==> config.mk <==
export PLATFORM = sky130hd
export DESIGN_NAME = xarbiter_rr
export DESIGN_NICKNAME = d
export VERILOG_FILES = /design/src/rtl/xrouter_pkg.sv /design/src/rtl/rr_pick.sv /design/src/rtl/xarbiter_rr.sv
export SDC_FILE = /design/constraint.sdc
export NUM_CORES = 1
export LEC_CHECK = 0
export BUFFER_PORTS_ARGS = -buffer_cell sky130_fd_sc_hd__buf_2
export CORE_MARGIN = 4
export CORE_UTILIZATION = 34
export DETAILED_ROUTE_END_ITERATION = 7
export PLACE_DENSITY_LB_ADDON = 0.05
export REMOVE_ABC_BUFFERS = 1
export SLEW_MARGIN = 20
export SYNTH_ARGS = -nofsm -noshare
export SYNTH_HDL_FRONTEND = slang
export SYNTH_SLANG_ARGS = --single-unit
==> constraint.sdc <==
create_clock -name clk -period 4.1 [get_ports clk]
set_input_delay 1.025 -clock clk [delete_from_list [all_inputs] [get_ports clk]]
set_output_delay 1.025 -clock clk [all_outputs]
set_load 0.05 [all_outputs]
==> src/rtl/xrouter_pkg.sv <==
// Shared definitions for the router slice: arbiter state encoding, port
// count and the position of the destination field inside a FIFO word.
package xrouter_pkg;

  typedef enum logic {
    IDLE  = 1'b0,
    SERVE = 1'b1
  } state_t;

  localparam int NPORT    = 4;
  localparam int WORD_W   = 10;
  localparam int DEST_MSB = 9;
  localparam int DEST_LSB = 8;

endpackage

==> src/rtl/rr_pick.sv <==
// Combinational round-robin picker.
// Ports:
//   req     - request vector, one bit per input port
//   last    - last served port; search starts at last+1
//   grant   - first requesting port found, wrapping modulo NPORT
//   any_req - high when at least one request bit is set
module rr_pick
  import xrouter_pkg::*;
(
  input  logic [NPORT-1:0] req,
  input  logic [1:0]       last,
  output logic [1:0]       grant,
  output logic             any_req
);

  logic [1:0] idx;
  logic       found;

  // Offsets 1..4 visit last+1 .. last+4; offset 4 wraps back to last itself,
  // so the previously served port is considered only after all others.
  always_comb begin
    grant   = '0;
    found   = 1'b0;
    idx     = '0;
    any_req = |req;
    for (int i = 1; i <= NPORT; i++) begin
      idx = last + 2'(i);
      if (!found && req[idx]) begin
        grant = idx;
        found = 1'b1;
      end
    end
  end

endmodule

==> src/rtl/xarbiter_rr.sv <==
// Round-robin arbiter for the four-input FIFO mux stage. Selects one
// non-empty input FIFO, holds the mux select on it and moves up to BURST
// words per grant, pausing on an almost-full destination and releasing a
// grant that stays paused for STALL_MAX cycles.
// Ports:
//   clk        - clock, rising edge
//   reset      - asynchronous active-high reset
//   fifo_empty - empty flags of input FIFOs 0..3
//   fifo_pause - almost-full flags of destination FIFOs 0..3
//   destino    - destination field of the selected head word
//   demux      - registered mux select (current grant)
//   pop        - one-hot pop to input FIFOs (combinational)
//   push       - one-hot push to destination FIFOs (combinational)
//   active     - high while serving a grant
module xarbiter_rr
  import xrouter_pkg::*;
#(
  parameter int BURST     = 4,
  parameter int STALL_MAX = 8
) (
  input  logic             clk,
  input  logic             reset,
  input  logic [NPORT-1:0] fifo_empty,
  input  logic [NPORT-1:0] fifo_pause,
  input  logic [1:0]       destino,
  output logic [1:0]       demux,
  output logic [NPORT-1:0] pop,
  output logic [NPORT-1:0] push,
  output logic             active
);

  localparam logic [3:0] CNT_LAST   = 4'(BURST - 1);
  localparam logic [3:0] STALL_LAST = 4'(STALL_MAX - 1);

  state_t     state;
  logic [1:0] grant;
  logic [1:0] last;
  logic [3:0] cnt;
  logic [3:0] stall;

  logic [1:0] pick;
  logic       any_req;
  logic       xfer;

  rr_pick u_pick (
    .req     (~fifo_empty),
    .last    (last),
    .grant   (pick),
    .any_req (any_req)
  );

  // Show-ahead FIFOs: the head word is already on the mux output, so a
  // transfer is just the pop/push pair in the same cycle.
  assign xfer = (state == SERVE) && !fifo_empty[grant] && !fifo_pause[destino];

  always_comb begin
    pop  = '0;
    push = '0;
    if (xfer) begin
      pop[grant]    = 1'b1;
      push[destino] = 1'b1;
    end
  end

  assign demux  = grant;
  assign active = (state == SERVE);

  always_ff @(posedge clk or posedge reset) begin
    if (reset) begin
      state <= IDLE;
      grant <= 2'd0;
      last  <= 2'd3;
      cnt   <= 4'd0;
      stall <= 4'd0;
    end else begin
      case (state)
        IDLE: begin
          if (any_req) begin
            grant <= pick;
            cnt   <= 4'd0;
            stall <= 4'd0;
            state <= SERVE;
          end
        end
        SERVE: begin
          // Exit priority: source ran dry, burst complete, stall timeout.
          if (fifo_empty[grant]) begin
            state <= IDLE;
            last  <= grant;
          end else if (xfer) begin
            if (cnt == CNT_LAST) begin
              state <= IDLE;
              last  <= grant;
            end else begin
              cnt   <= cnt + 4'd1;
              stall <= 4'd0;
            end
          end else if (stall == STALL_LAST) begin
            state <= IDLE;
            last  <= grant;
          end else begin
            stall <= stall + 4'd1;
          end
        end
        default: state <= IDLE;
      endcase
    end
  end

endmodule

# Word-level counts from Yosys, hierarchy flattened
# Index checks and enable logic that the tools add are counted.
# totals
memories,0
ramBits,0
input_bits,12
elab_cells,92
latch_bits,0
ff_bits,13
mem_bits_ro,0
# op_classes
div_mod_pow,0
n_shift,0
magnitude_cmp,8
eq_ne,9
reduce_logical,18
n_bitwise,2
n_mul,0
mux,45
n_addsub,5
# ops
op,count
4-bit two-way mux,10
"2-bit by 3-bit less-than comparator with 1-bit output, second input constant",6
1-bit two-way mux,16
2-bit two-way mux,8
4-bit case mux with 2 select lines,2
1-bit binary-select mux with 2-bit select,6
"4-bit by 1-bit adder with 4-bit output, second input constant",2
4-bit AND reduction,2
1-bit logical AND,7
"2-bit inequality test, second input constant",3
"3-bit inequality test, second input constant",2
1-bit zero test,5
"2-bit adder, second input constant",2
1-bit demux with 2-bit select,2
"4-bit by 2-bit == test with 1-bit output, second input constant",1
"4-bit by 3-bit == test with 1-bit output, second input constant",1
"2-bit by 1-bit >= comparator with 1-bit output, second input constant",2
4-bit inverter,1
4-bit OR reduction,1
"3-bit by 1-bit inequality test with 1-bit output, second input constant",1
3-bit AND reduction,1
3-bit nonzero test,1
"2-bit by 1-bit adder with 2-bit output, second input constant",1
"2-bit by 1-bit inequality test with 1-bit output, second input constant",1
other kinds (3),3

# Longest topological paths before layout
# depth
word_depth,13
mapped_depth,6
depth_no_buf,5

# Cells and area by module
# Synthesis repeated with hierarchy kept, for this count alone.
# unflattened
cells_unflattened,96
area_unflattened_um2,885.8
# modules_own_cells
mod,seq_area_each_um2,cells_per_inst,instances,area_per_inst_um2
xarbiter_rr,327.8,82,1,804.5
rr_pick,0.0,14,1,81.3

# Worst setup path before layout
# Ideal clock, no wire load.
# synth_timing
path_type,input-to-output
start,in fifo_empty[1]
end,out pop[1]
t_required_ps,3075
path_slack_ps,-262
arrival_ps,3337
cell_stages,5
cell_sequence,buf_6 > mux4_2 > or3_4 > buf_6 > nor3b_1
# synth_between
elab_chain_cells,6
# synth_lines
element,line_no,rtl
start: declaration,xarbiter_rr.sv:23,"input logic [NPORT-1:0] fifo_empty,"
1-bit binary-select mux with 2-bit select,xarbiter_rr.sv:54,assign xfer = (state == SERVE) && !fifo_empty[grant] && !fifo_pause[destino];
1-bit two-way mux (implied by the code),xarbiter_rr.sv:54,
1-bit zero test,xarbiter_rr.sv:54,
1-bit logical AND (2 in a row),xarbiter_rr.sv:54,
4-bit two-way mux,xarbiter_rr.sv:59,if (xfer) begin
end: declaration,xarbiter_rr.sv:27,"output logic [NPORT-1:0] pop,"
# Every way passes these cells. The select of a mux whose other input is x is not followed.

# Worst setup path in the final report
# layout_timing
start,in fifo_empty[1]
end,out pop[3]
# Same word-level chain as after synthesis.

==> run_results.csv <==
group,metric,value,unit
sta,rsz0062_at_grt,"no",
synth,ys.flop_type,"dfrtp_1",
placed_design,port_buffers,22,
setup_path,endpoint_kind,"output port",
sta,setup_viol,0,
sta,timing.fmax,270,MHz
routing,wl_per_cell,13.5,µm
setup_path,crit_start,"fifo_empty[1]",
routing,drt_iter0_drc,21,
synth,synth.distinct_cells,39,
status,status,"complete, no violations",
floorplan,die_w,58.4,µm
cts,cts-hold-fix-buffers,0,
global_route,first_global_vias,687,
setup_path,rr_startpoint,"demux[1]",
sta,finalCritPeriodShare,0.903,
sta,worst_pin_slew,0.513,ns
placed_design,dpl.hpwl,1370,µm
synth,yosysTopAreaCell,"dfrtp_1",
setup_path,required,3.07,ns
setup_path,r2r_cells,4,
synth,avgSynthCellArea,10.3,µm²
cts,tritoncts,"yes",
global_route,grt_max_degree,14,
cts,post_cts_buffers,0,
floorplan,pin_count,23,
floorplan,dieHeight,58.4,µm
sta,finalCriticalPeriod,3.70,ns
synth,synth_edf_count,0,
finish,drive_gt1_frac,0.355,
synth,yosysMostFrequentCell,"dfrtp_1",
finish,finalInstanceArea,1010,µm²
finish,antenna_cells,0,
synth,synth_top_area_share,0.319,
cts,cts.clk_slew.worst_paths,0.07,ns
sta,fin_ws,0.399,ns
placed_design,placed_cell_area,980,µm²
finish,area_delta_synth_final,16.7,%
synth,synth-seq-area-share,0.380,
setup_path,worstSetupStartpointType,"input port",
setup_path,critical-path-top-delay-family,"simple AND/OR/NAND/NOR gates",
floorplan,die_area,3410,µm²
setup_path,crit_buf_inv,3,
routing,drcViolationCount,0,
synth,synth.area.top_cells,"dfrtp_1, dfstp_2, mux2i_1",
placed_design,pre_cts_ws,0.423,ns
synth,synthArstFlopShare,1.00,
min_path,hold_class,"flip-flop to flip-flop",
synth,yosysWarnings,0,
sta,finClkSkew,0.00670,ns
synth,synthCells,84,
sta,maxSlewHeadroom,0.657,
finish,n_fill_cell,228,
cts,htreeDepth,1,
global_route,grt.overflow.total,0,
synth,synth_common_cells,"dfrtp_1, inv_1, mux2i_1, nand2_1, nor3b_1",
floorplan,core-area,2320,µm²
floorplan,start_util,0.372,
routing,ant_nets,0,
power_and_ir_drop,p_per_area,627,nW/µm²
setup_path,cp_slowest_cell,"mux4_2",
floorplan,num_rows,17,
run,max_cap_viol_count,0,
setup_path,worst-path-max-fanout,11,
cts,cts_inserted_buffers,3,
setup_path,cp_common_cell,"buf_2",
cts,clk_latency,0.28,ns
setup_path,cpPeakStageDelay,0.54,ns
sta,finalHoldViolations,0,
synth,netlist_area,862,µm²
synth,ys_seq_elements,13,
global_route,grt_pass1_wl,3020,µm
sta,slew_violations,0,
cts,root_buffer,"clkbuf_4",
routing,wirelength,1830,µm
setup_path,worst_ep_arrival_time,2.68,ns
global_route,top_usage_layer,"met1",
placed_design,gp_congestion,0.732,
global_route,met1_usage,0.169,
cts,cts_repair_resize_count,0,
global_route,globalRouteMet3Util,0.0241,
finish,layout.nets,122,
setup_path,path_cells,"buf_2 -> mux4_2 -> or3_4 -> inv_1 -> and3_1 -> buf_2",
global_route,grt_usage,0.116,
routing,vias,722,
routing,firstDrtPassIters,4,
power_and_ir_drop,vdd_drop_max,0.000318,V
min_path,hold_start,"stall[0]",
cts,cts_max_path_buffers,2,
power_and_ir_drop,leakagePower,0.464,nW
setup_path,critPathKind,"input port to output port",
min_path,hold_end,"stall[0]",
setup_path,rrSetupSlack,1.99,ns
global_route,grt_use_met2,0.155,
setup_path,r2r-end,"stall[1]",
routing,avgViaCountPerCell,5.35,
cts,clock_sinks,13,
global_route,antenna_found_initial,0,
min_path,hold_depth,1,
worst max-delay path by stage:
| stage | endpoint | slack (ns) | cells past startpoint |
|---|---|---|---|
| 2_1_floorplan | pop[1] | -0.09 | 3 |
| 3_3_place_gp | pop[3] | 0.43 | 6 |
| 3_5_place_dp | pop[3] | 0.42 | 6 |
| 4_1_cts | pop[3] | 0.41 | 6 |
| 5_1_grt | pop[2] | 0.33 | 5 |
| 6_report | pop[3] | 0.40 | 6 |
where the power goes:
group / switching (mW) / total, mW / internal, mW
sequential: 0.0615 / 0.237 / 0.176
combinational: 0.191 / 0.313 / 0.122
clock: 0.0430 / 0.0808 / 0.0378
metal layers:
metal  up-vias  part of all wire  wire length [µm]
li1        363                 -                 -
met1       330              0.53               965
met2        24              0.39               716
met3         5             0.053                97
met4         0             0.026                48
met5         -                 0                 0
through the flow:
stage	std cells	utilization	TNS, ns	hold slack [ns]	total power [mW]
after floorplan	81	-	-0.330	0.478	0.477
after global placement	131	0.423	0	0.503	0.552
after detailed placement	131	0.423	0	0.506	0.553
after CTS	135	0.434	0	0.519	0.637
after global routing	135	0.434	0	0.547	0.672
final	135	0.434	0	0.513	0.631
cells by family after synthesis:
group                      count (synthesis)  synth area share
buffers and inverters                     10            0.0624
AOI/OAI and AO/OA                         13             0.107
and+or+nand+nor                           35             0.257
adders and majority gates                  2            0.0290
xor gates and xnor gates                   1            0.0102
DFF                                       13             0.380
muxes                                     10             0.154
placed cells by master (no fill, tap or decap), types with 2 or more instances in the layout:
| cell type | instances |
|---|---|
| a31oi_1 | 2 |
| and3_1 | 2 |
| buf_2 | 22 |
| clkbuf_4 | 3 |
| dfrtp_1 | 11 |
| dfstp_2 | 2 |
| ha_1 | 2 |
| inv_1 | 7 |
| mux2_2 | 2 |
| mux2i_1 | 5 |
| mux4_2 | 2 |
| nand2_1 | 5 |
| nand3_1 | 3 |
| nand3b_1 | 2 |
| nand4b_1 | 2 |
| nor2_1 | 3 |
| nor3_1 | 3 |
| nor3b_1 | 4 |
| o211ai_1 | 2 |
| o21ai_0 | 3 |
worst register-to-register path, stage by stage (launching register included):
cell and delay (ns):
dfrtp_1 0.48, mux4_2 0.61, or3_4 0.46, and3_4 0.20, mux2_4 0.24
cell type report:
type / instances / area [µm²] / share of cell area
multi-input cells: 61 / 480 / 0.478
flip-flops and latches: 13 / 328 / 0.326
repair buffers: 22 / 110 / 0.109
well taps: 28 / 35.0 / 0.0348
clock buffers: 4 / 26.3 / 0.0261
inverters: 7 / 26.3 / 0.0261
state kept, by name, summed over array words and instances, names as in the netlist:
signal,flops
cnt,4
stall,4
demux,2
last,2
active,1
Power figures use the tool's default switching activity.
